$ cat src/rtl/seq_addsub_311_pkg.sv
// Shared definitions for the seq_addsub_311 multi-cycle adder/subtractor:
// FSM state encodings and add/subtract mode constants.
package seq_addsub_311_pkg;

    typedef enum logic [1:0] {
        ST_IDLE = 2'd0,
        ST_RUN  = 2'd1,
        ST_DONE = 2'd2
    } state_t;

    localparam logic MODE_ADD = 1'b0;
    localparam logic MODE_SUB = 1'b1;

endpackage

$ cat src/rtl/addsub_digit_311.sv
// Combinational DIGIT-bit ripple slice of the serial adder/subtractor.
// Subtraction inverts b; the caller supplies cin = 1 on the first digit.
module addsub_digit_311 #(
    parameter int DIGIT = 1
) (
    input  logic [DIGIT-1:0] a_d,
    input  logic [DIGIT-1:0] b_d,
    input  logic             mode,
    input  logic             cin,
    output logic [DIGIT-1:0] s_d,
    output logic             cout,
    output logic             c_msb_in
);

    logic c;
    logic bx;

    // NOTE: blocking assignments are correct here; c must ripple bit by bit
    // within one evaluation, and every output gets a default so no latch forms.
    always_comb begin
        c        = cin;
        c_msb_in = cin;
        bx       = 1'b0;
        s_d      = '0;
        for (int i = 0; i < DIGIT; i++) begin
            if (i == DIGIT - 1) c_msb_in = c;
            bx     = b_d[i] ^ mode;
            s_d[i] = a_d[i] ^ bx ^ c;
            c      = (a_d[i] & bx) | (a_d[i] & c) | (bx & c);
        end
        cout = c;
    end

endmodule

$ cat src/rtl/seq_addsub_311.sv
// Multi-cycle add/subtract, DIGIT bits per clock, LSB digit first, start/done framed.
// Optional macro ADDSUB_SAT_EN clamps the result to the signed range on overflow.
module seq_addsub_311
    import seq_addsub_311_pkg::*;
#(
    parameter int WIDTH = 8,
    parameter int DIGIT = 1
) (
    input  logic             clk_311,
    input  logic             rst_311,
    input  logic             start_311,
    input  logic             mode_311,
    input  logic [WIDTH-1:0] a_311,
    input  logic [WIDTH-1:0] b_311,
    output logic             busy_311,
    output logic             done_311,
    output logic [WIDTH-1:0] r_311,
    output logic             cb_311,
    output logic             ovf_311
);

    localparam int N  = WIDTH / DIGIT;
    localparam int CW = (N > 1) ? $clog2(N) : 1;

    state_t           state_q, state_d;
    logic [WIDTH-1:0] a_sh, b_sh, work_q, work_next, s_ext, r_fin;
    logic [DIGIT-1:0] s_d;
    logic [CW-1:0]    cnt_q;
    logic             mode_q, carry_q, a_msb_q;
    logic             cout, c_msb_in, last, cb_fin, ovf_fin;

    addsub_digit_311 #(.DIGIT(DIGIT)) u_digit (
        .a_d      (a_sh[DIGIT-1:0]),
        .b_d      (b_sh[DIGIT-1:0]),
        .mode     (mode_q),
        .cin      (carry_q),
        .s_d      (s_d),
        .cout     (cout),
        .c_msb_in (c_msb_in)
    );

    assign last = (cnt_q == CW'(N - 1));

    // New sum digit enters at the top; after N digits the word is aligned.
    assign s_ext     = WIDTH'(s_d) << (WIDTH - DIGIT);
    assign work_next = (work_q >> DIGIT) | s_ext;

    assign cb_fin  = cout ^ mode_q;
    assign ovf_fin = c_msb_in ^ cout;

`ifdef ADDSUB_SAT_EN
    assign r_fin = !ovf_fin ? work_next :
                   a_msb_q  ? {1'b1, {(WIDTH-1){1'b0}}} :
                              {1'b0, {(WIDTH-1){1'b1}}};
`else
    assign r_fin = work_next;
`endif

    assign busy_311 = (state_q != ST_IDLE);
    assign done_311 = (state_q == ST_DONE);

    always_comb begin
        state_d = state_q;
        case (state_q)
            ST_IDLE: if (start_311) state_d = ST_RUN;
            ST_RUN:  if (last)      state_d = ST_DONE;
            ST_DONE:                state_d = ST_IDLE;
            default:                state_d = ST_IDLE;
        endcase
    end

    always_ff @(posedge clk_311 or posedge rst_311) begin
        if (rst_311) state_q <= ST_IDLE;
        else         state_q <= state_d;
    end

    // NOTE: all state here is plain registers, so every one is cleared by the
    // async reset; non-blocking assignments keep the edge update order-free.
    always_ff @(posedge clk_311 or posedge rst_311) begin
        if (rst_311) begin
            a_sh    <= '0;
            b_sh    <= '0;
            work_q  <= '0;
            cnt_q   <= '0;
            mode_q  <= MODE_ADD;
            carry_q <= 1'b0;
            a_msb_q <= 1'b0;
            r_311   <= '0;
            cb_311  <= 1'b0;
            ovf_311 <= 1'b0;
        end else begin
            case (state_q)
                ST_IDLE: if (start_311) begin
                    a_sh    <= a_311;
                    b_sh    <= b_311;
                    mode_q  <= mode_311;
                    carry_q <= mode_311;
                    a_msb_q <= a_311[WIDTH-1];
                    work_q  <= '0;
                    cnt_q   <= '0;
                end
                ST_RUN: begin
                    a_sh    <= a_sh >> DIGIT;
                    b_sh    <= b_sh >> DIGIT;
                    work_q  <= work_next;
                    carry_q <= cout;
                    cnt_q   <= cnt_q + 1'b1;
                    if (last) begin
                        r_311   <= r_fin;
                        cb_311  <= cb_fin;
                        ovf_311 <= ovf_fin;
                    end
                end
                default: ;
            endcase
        end
    end

endmodule

$ cat config.mk
export PLATFORM = sky130hd
export DESIGN_NAME = seq_addsub_311
export DESIGN_NICKNAME = d
export VERILOG_FILES = /design/src/rtl/seq_addsub_311_pkg.sv /design/src/rtl/addsub_digit_311.sv /design/src/rtl/seq_addsub_311.sv
export SDC_FILE = /design/constraint.sdc
export NUM_CORES = 1
export LEC_CHECK = 0
export CAP_MARGIN = 40
export CORE_MARGIN = 3
export CORE_UTILIZATION = 40
export CTS_CLUSTER_DIAMETER = 30
export DETAILED_ROUTE_END_ITERATION = 10
export PLACE_DENSITY = 0.65
export SYNTH_ARGS = -nofsm -noshare
export SYNTH_HDL_FRONTEND = slang
export SYNTH_SLANG_ARGS = --single-unit
$ cat constraint.sdc
create_clock -name clk_311 -period 1.36 [get_ports clk_311]
set_input_delay 0.136 -clock clk_311 [delete_from_list [all_inputs] [get_ports clk_311]]
set_output_delay 0.136 -clock clk_311 [all_outputs]
set_load 0.02 [all_outputs]
==> results of run 1 <==
-- worst min path at each step --
stage                           endpoint  slack, ns  depth (start not counted)            startpoint
floorplan            a_sh[7]$_DFFE_PP0P_       0.27                          1              a_311[7]
global placement    r_311[6]$_DFFE_PP0P_       0.48                          1  r_311[6]$_DFFE_PP0P_
detailed placement    cb_311$_DFFE_PP0P_       0.48                          1    cb_311$_DFFE_PP0P_
CTS                   mode_q$_DFFE_PP0P_       0.21                          3               rst_311
global route          mode_q$_DFFE_PP0P_       0.24                          3               rst_311
finish               b_sh[2]$_DFFE_PP0P_       0.21                          3               rst_311
-- critical path, cell delays in order, from the launching register on --
cell and delay, ns:
dfrtp_1 0.39, xnor2_1 0.14, fa_2 0.53, inv_2 0.04, mux2_4 0.26
-- cell type report --
| cell class | instances | area (um2) |
|---|---|---|
| timing repair buffer | 63 | 631.9 |
| tap | 52 | 65.06 |
| fill | 345 | 1670 |
| multi-input combinational | 81 | 933.4 |
| sequential | 40 | 1003 |
| inverter | 19 | 71.32 |
| clock buffer | 5 | 68.82 |
-- power by group through the flow --
stage	combinational [mW]	clock, mW	sequential [mW]
2_1_floorplan	1.77	0	2.19
3_3_place_gp	2.60	0	2.09
3_5_place_dp	2.70	0	2.12
4_1_cts	2.76	0.717	2.13
5_1_grt	3.69	0.760	2.16
6_report	3.40	0.703	2.09
-- synthesized netlist by cell type (2+ instances only) --
library cell / count
a22o_1: 11
nor2b_1: 3
inv_1: 18
a221oi_2: 8
buf_6: 2
nor4b_1: 13
buf_2: 6
buf_4: 4
nand2b_1: 2
a221oi_1: 4
xnor2_1: 3
dfrtp_1: 40
a222oi_1: 2
nor2_1: 12
mux2_1: 11
ha_1: 2
-- layer usage --
layer	wire (um)	up-vias	track usage (%)
met5	0	-	0
met4	47	0	5.336
met3	202	5	4.673
met2	2219	39	25.66
met1	1901	720	20.20
li1	-	659	-
-- through the flow --
| step | utilization, % | setup TNS, ns | cells |
|---|---|---|---|
| 2_1_floorplan | - | -0.4377 | 151 |
| 3_3_place_gp | 53.38 | -5.589 | 239 |
| 3_5_place_dp | 53.38 | -8.009 | 239 |
| 4_1_cts | 56.56 | -1.091 | 246 |
| 5_1_grt | 62.42 | -1.541 | 260 |
| 6_report | 62.42 | -1.042 | 260 |
-- sequential cells by signal, indices dropped and copies added (netlist names) --
name / cells
cb_311: 1
work_q: 7
mode_q: 1
carry_q: 1
b_sh: 8
r_311: 8
a_sh: 8
state_q: 2
ovf_311: 1
cnt_q: 3
-- kinds of logic after synthesis --
| logic type | Yosys count | synth area share [%] |
|---|---|---|
| adders and majority gates | 3 | 2.384 |
| DFF | 40 | 52.98 |
| xor gates and xnor gates | 3 | 1.391 |
| muxes | 12 | 7.152 |
| and+or+nand+nor | 34 | 11.92 |
| AOI/OAI and AO/OA | 28 | 16.03 |
| buffers and inverters | 31 | 8.145 |
-- repair_timing --
item / 4_1_cts / 5_1_grt
pin swaps: 2 / 7
gates cloned: 1 / 1
resized for setup: 31 / 24
setup buffers: 1 / 13
endpoints found under the setup margin: 50 / 26
==> out/metrics.cfg, run 1 <==
[status]
run_status=finished with violations
violations_in_the_final_reports=negative setup slack

[sta]
worst_slew_pin_slew_ns=0.3507
postLayoutSetupSlackWorst_ns=-0.1180
setup_failing_eps_final=13
slew_violations=0
setup_repair_after_global_routing_missed_its_margin=true
final_min_period_over_clock_period_pct=108.7
max-slew-margin-rel_pct=76.29
timing.final.hold_violations=0
whs_ns=0.2084
final_period_minus_worst_setup_slack_ns=1.478
worst_clock_skew_ns=0.008283
fmax_mhz=676.6

[drt]
route.detailed.wl_per_inst_um=16.81
vias_per_cell=5.473
drc_errors=0
finalWirelength_um=4370
initialDrtViolationCount=56
vias=1423
firstDrtPassIters=6
drtAntennaViolNets=0

[floorplanning]
placementRows=24
start_util_pct=42.51
floorplan.io_pins=32
core_um2=4444
horiz_die_dim_um=74.73
die_h_um=74.73
die_area_um2=5584

[setup_path]
timing.critical_path.fanout_max=2
r2r_path_start=b_sh[0]$_DFFE_PP0P_
critPathCapture=r_311[7]$_DFFE_PP0P_
r2r_end=r_311[7]$_DFFE_PP0P_
worst-setup-path-type=flip-flop to flip-flop
length_in_cells_of_the_worst_reg_to_reg_path=4
wp_data_arrival_ns=1.65
cp_data_required_time_ns=1.53
startpoint=b_sh[0]$_DFFE_PP0P_
flop_to_flop_setup_slack_ns=-0.12
critical_path.startpoint_type=flip-flop
crit_path_end_kind=flip-flop

[clock_tree]
cts.path.max_buffers=2
clkTransAtPathRegs_ns=0.07
clk_root_buffer_cell=clkbuf_8
numClockSinks=40
clk_latency_ns=0.29
cts_hold_buffers=0
h-tree-depth=2
clock_tree_from_tritoncts=built
cts_buffers=5

[placed_design]
final_gp_congestion=0.8196
port-buffer-count=31
detailed_place_hpwl_um=2592
dpl-instance-area_um2=2372
dpl_worst_slack_ns=-0.3264

[global_routing]
grt_max_degree=41
first_pass_grt_wire_length_um=6548
first_global_vias=1417
global_route_usage_over_all_layers_pct=15.79
overflow=0
grt_antenna_before_repair=0

[synthesis]
count_of_flip_flops_with_a_built_in_enable_after_synthesis=0
postSynthCellCount=151
ys_seq_elements=40
warnings_from_yosys=0
ys_dominant_reg_cell=dfrtp_1
post-synth-top-area-fraction_pct=52.98
yosys-top-cells-area=dfrtp_1 (53%), mux2_1 (6.6%), a221oi_2 (6.4%), nor4b_1 (6.0%), a22o_1 (5.1%)
synthesis.area_per_instance_um2=12.51
syn-num-nets=174
post_synth_num_cell_types=26
yosysSeqAreaShare_pct=52.98
async_reset_ff_share_pct=100.0
post_synth_instance_area_um2=1889
netlist.top_cell.by_area=dfrtp_1

[power_and_ir_drop]
cell_internal_power_dissipation_mw=3.983
leakage_power_nw=1.274
total_switching_power_mw=2.210
power.combinational.fraction_pct=55.0
power.switching_fraction_pct=35.69
power_per_cell_area_nw_per_um2=2233
report.power.total_mw=6.193
share_clk_of_total_power_pct=11.4
share_seq_of_total_power_pct=33.7
vdd_ir_drop_max_v=0.0009927

[final_layout]
finalNetCount=233
area_delta_synth_final_pct=46.82
final_cell_mix=dfrtp_1 (38), buf_4 (22), clkdlybuf4s50_1 (19)
layout.cell_area.non_filler_um2=2774
layout-drive-gt1-share_pct=40.87
insertedDiodeCount=0
final_common_cell=dfrtp_1

[flow_run]
drv.max_cap_violation_count=0

[worst_hold_path]
holdCritPathClass=input port to asynchronous set/reset pin

Power figures use the tool's default switching activity.
==> run 2, diff against run 1 <==
--- a/config.mk
+++ b/config.mk
@@ -9,8 +9,9 @@
 export CORE_MARGIN = 3
 export CORE_UTILIZATION = 40
 export CTS_CLUSTER_DIAMETER = 30
+export CTS_CLUSTER_SIZE = 40
 export DETAILED_ROUTE_END_ITERATION = 10
-export PLACE_DENSITY = 0.65
+export DONT_BUFFER_PORTS = 1
 export SYNTH_ARGS = -nofsm -noshare
 export SYNTH_HDL_FRONTEND = slang
 export SYNTH_SLANG_ARGS = --single-unit
==> run 2 against run 1 <==
The run still ends with negative setup slack left. Sequential cell count stayed put. Critical path type unchanged. Worst setup slack worse by 0.0026 ns. Maximum frequency is 0.17% lower. Critical endpoint is now cb_311$_DFFE_PP0P_. Combinational power is 29% lower.
==> out/metrics.cfg, run 2 (synthesized netlist as in run 1, its figures left out) <==
[status]
run_status=finished with violations
violations_in_the_final_reports=negative setup slack

[floorplanning]
placementRows=24  ; unchanged
core_um2=4444  ; unchanged
horiz_die_dim_um=74.73  ; unchanged
start_util_pct=42.51  ; unchanged
floorplan.io_pins=32  ; unchanged
die_area_um2=5584  ; unchanged
die_h_um=74.73  ; unchanged

[final_layout]
finalNetCount=193  ; -17%
insertedDiodeCount=0  ; unchanged
reg_top3=a_sh: 8 flops, b_sh: 8 flops, r_311: 8 flops
layout-drive-gt1-share_pct=37.43  ; -3.4 points
final_common_cell=dfrtp_1
final_cell_mix=dfrtp_1 (38), inv_1 (16), nor2_1 (11), a22o_1 (11), buf_4 (11)
area_delta_synth_final_pct=25.36

[drt]
vias=1251  ; -12%
drtAntennaViolNets=0  ; unchanged
vias_per_cell=5.610  ; +2.5%
initialDrtViolationCount=43  ; -23%
route.detailed.wl_per_inst_um=16.94  ; +0.80%
finalWirelength_um=3778  ; -14%
firstDrtPassIters=4  ; -2
drc_errors=0  ; unchanged

[placed_design]
port-buffer-count=0  ; -100%
final_gp_congestion=0.7814  ; -4.7%
dpl_worst_slack_ns=-0.1263  ; +0.2001 ns
detailed_place_hpwl_um=2403  ; -7.3%

[sta]
final_period_minus_worst_setup_slack_ns=1.481  ; +0.002576 ns
timing.final.hold_violations=0  ; unchanged
max-slew-margin-rel_pct=68.31  ; -8.0 points
postLayoutSetupSlackWorst_ns=-0.1206  ; -0.002576 ns
worst_slew_pin_slew_ns=0.4741  ; +0.1234 ns
whs_ns=0.06483  ; -0.1435 ns
setup_failing_eps_final=12  ; -1
setup_repair_after_global_routing_missed_its_margin=true
fmax_mhz=675.4  ; -0.17%
final_min_period_over_clock_period_pct=108.9  ; +0.19 points
slew_violations=0  ; unchanged
worst_clock_skew_ns=0.008036  ; -0.0002465 ns

[setup_path]
worst-setup-path-type=flip-flop to flip-flop
worst_path_largest_cell_delay_ns=0.40  ; -0.13 ns
timing.critical_path.cells=ha_2 > ha_4 > nand3b_1 > buf_12 > mux2_4
r2r_end=cb_311$_DFFE_PP0P_
timing.critical_path.fanout_max=11  ; +9
r2r_path_start=cnt_q[1]$_DFFE_PP0P_
critical_path.startpoint_type=flip-flop
length_in_cells_of_the_worst_reg_to_reg_path=5  ; +1
flop_to_flop_setup_slack_ns=-0.12  ; about the same
timing.critical_path.slowest_stage_cell=dfrtp_1
wp_data_arrival_ns=1.66  ; about the same
crit_path_end_kind=flip-flop
cp_data_required_time_ns=1.54  ; about the same

[clock_tree]
numClockSinks=40  ; unchanged
cts_buffers=5  ; unchanged
clkTransAtPathRegs_ns=0.08  ; about the same
clk_latency_ns=0.29  ; about the same
clock_tree_from_tritoncts=built
cts.path.max_buffers=2  ; unchanged
clk_root_buffer_cell=clkbuf_8
h-tree-depth=2  ; unchanged

[power_and_ir_drop]
vdd_ir_drop_max_v=0.001040  ; +4.8%
leakage_power_nw=1.068  ; -16%
power_per_cell_area_nw_per_um2=2406  ; +7.7%

[global_routing]
grt_antenna_before_repair=0  ; unchanged
first_global_vias=1269  ; -10%
first_pass_grt_wire_length_um=6051  ; -7.6%
global_route_usage_over_all_layers_pct=14.27  ; -1.5 points
overflow=0  ; unchanged
grt_max_degree=28  ; -32%

[flow_run]
drv.max_cap_violation_count=0  ; unchanged

[worst_hold_path]
holdCritStartpoint=b_311[0]
hold-path-cell-count=2
worst_hold_path.endpoint=b_sh[0]$_DFFE_PP0P_
holdCritPathClass=input port to flip-flop

==> run 2: changes by cell type in the layout (fill, tap and decap cells not counted), moves of 5 or more <==
cell,previous run,this run
clkdlybuf4s50_1,19,0
nor4b_1,2,8
buf_4,22,11
dlygate4sd2_1,10,0
dlygate4sd3_1,0,5
==> run 2: how the worst max path moves through the flow <==
stage | from | to | slack, ns | depth (start not counted)
after CTS | mode_q$_DFFE_PP0P_ | r_311[7]$_DFFE_PP0P_ | -0.12 | 4
after global routing | cnt_q[1]$_DFFE_PP0P_ | cb_311$_DFFE_PP0P_ | -0.17 | 5
after global placement | cnt_q[1]$_DFFE_PP0P_ | r_311[6]$_DFFE_PP0P_ | -0.09 | 5
final | cnt_q[1]$_DFFE_PP0P_ | cb_311$_DFFE_PP0P_ | -0.12 | 5
after detailed placement | state_q[0]$_DFFE_PP0P_ | a_sh[2]$_DFFE_PP0P_ | -0.13 | 2
after floorplan | mode_q$_DFFE_PP0P_ | r_311[7]$_DFFE_PP0P_ | -0.09 | 4
==> run 2: layout make-up <==
cell class / instances / area [um2]
clock buffers: 5 / 68.82
clock inverters: 3 / 47.55
fillers: 390 / 2076
inverters: 19 / 71.32
multi-input cells: 81 / 857.1
flip-flops and latches: 40 / 1003
well taps: 52 / 65.06
repair buffers: 23 / 255.2
==> run 2: power by group <==
part | internal, mW | total (mW) | switching (mW)
combinational | 1.35 | 2.41 | 1.06
sequential | 1.75 | 2.30 | 0.549
clock | 0.553 | 0.990 | 0.437
==> run 2: per-layer routing <==
| layer | track usage [%] | part of all wire [%] | vias to the layer above |
|---|---|---|---|
| met2 | 23.02 | 50 | 30 |
| met3 | 5.073 | 4.4 | 4 |
| met5 | 0 | 0 | - |
| li1 | - | - | 583 |
| met1 | 18.34 | 45 | 634 |
| met4 | 3.755 | 0.82 | 0 |
==> run 2: what timing repair did <==
action | 4_1_cts | 5_1_grt
endpoints found under the hold margin | 44 | 0
resized for setup | 8 | 13
cloned | 0 | 2
setup endpoints to repair | 39 | 39
buffers inserted | 1 | 2
hold buffers | 5 | 0
pin swaps | 9 | 2
==> run 2: stage by stage <==
| stage | setup TNS [ns] | area, um2 | util [%] | power, mW | std cells |
|---|---|---|---|---|---|
| detailed placement | -2.696 | 2039 | 45.89 | 4.448 | 205 |
| global placement | -1.712 | 2039 | 45.89 | 4.344 | 205 |
| CTS | -1.595 | 2247 | 50.56 | 5.565 | 219 |
| finish | -1.193 | 2369 | 53.29 | 5.697 | 223 |
| floorplan | -0.4377 | 1933 | - | 3.967 | 151 |
| global route | -1.718 | 2369 | 53.29 | 6.107 | 223 |
==> run 2: worst max-delay path: cells and delay by family (launching register included) <==
kind,cells,cell delay (ns)
flip-flops,1,0.40
adder cells (fa/ha/maj),2,0.37
multiplexers,1,0.30
buffers and inverters,1,0.16
AND/OR/NAND/NOR,1,0.13
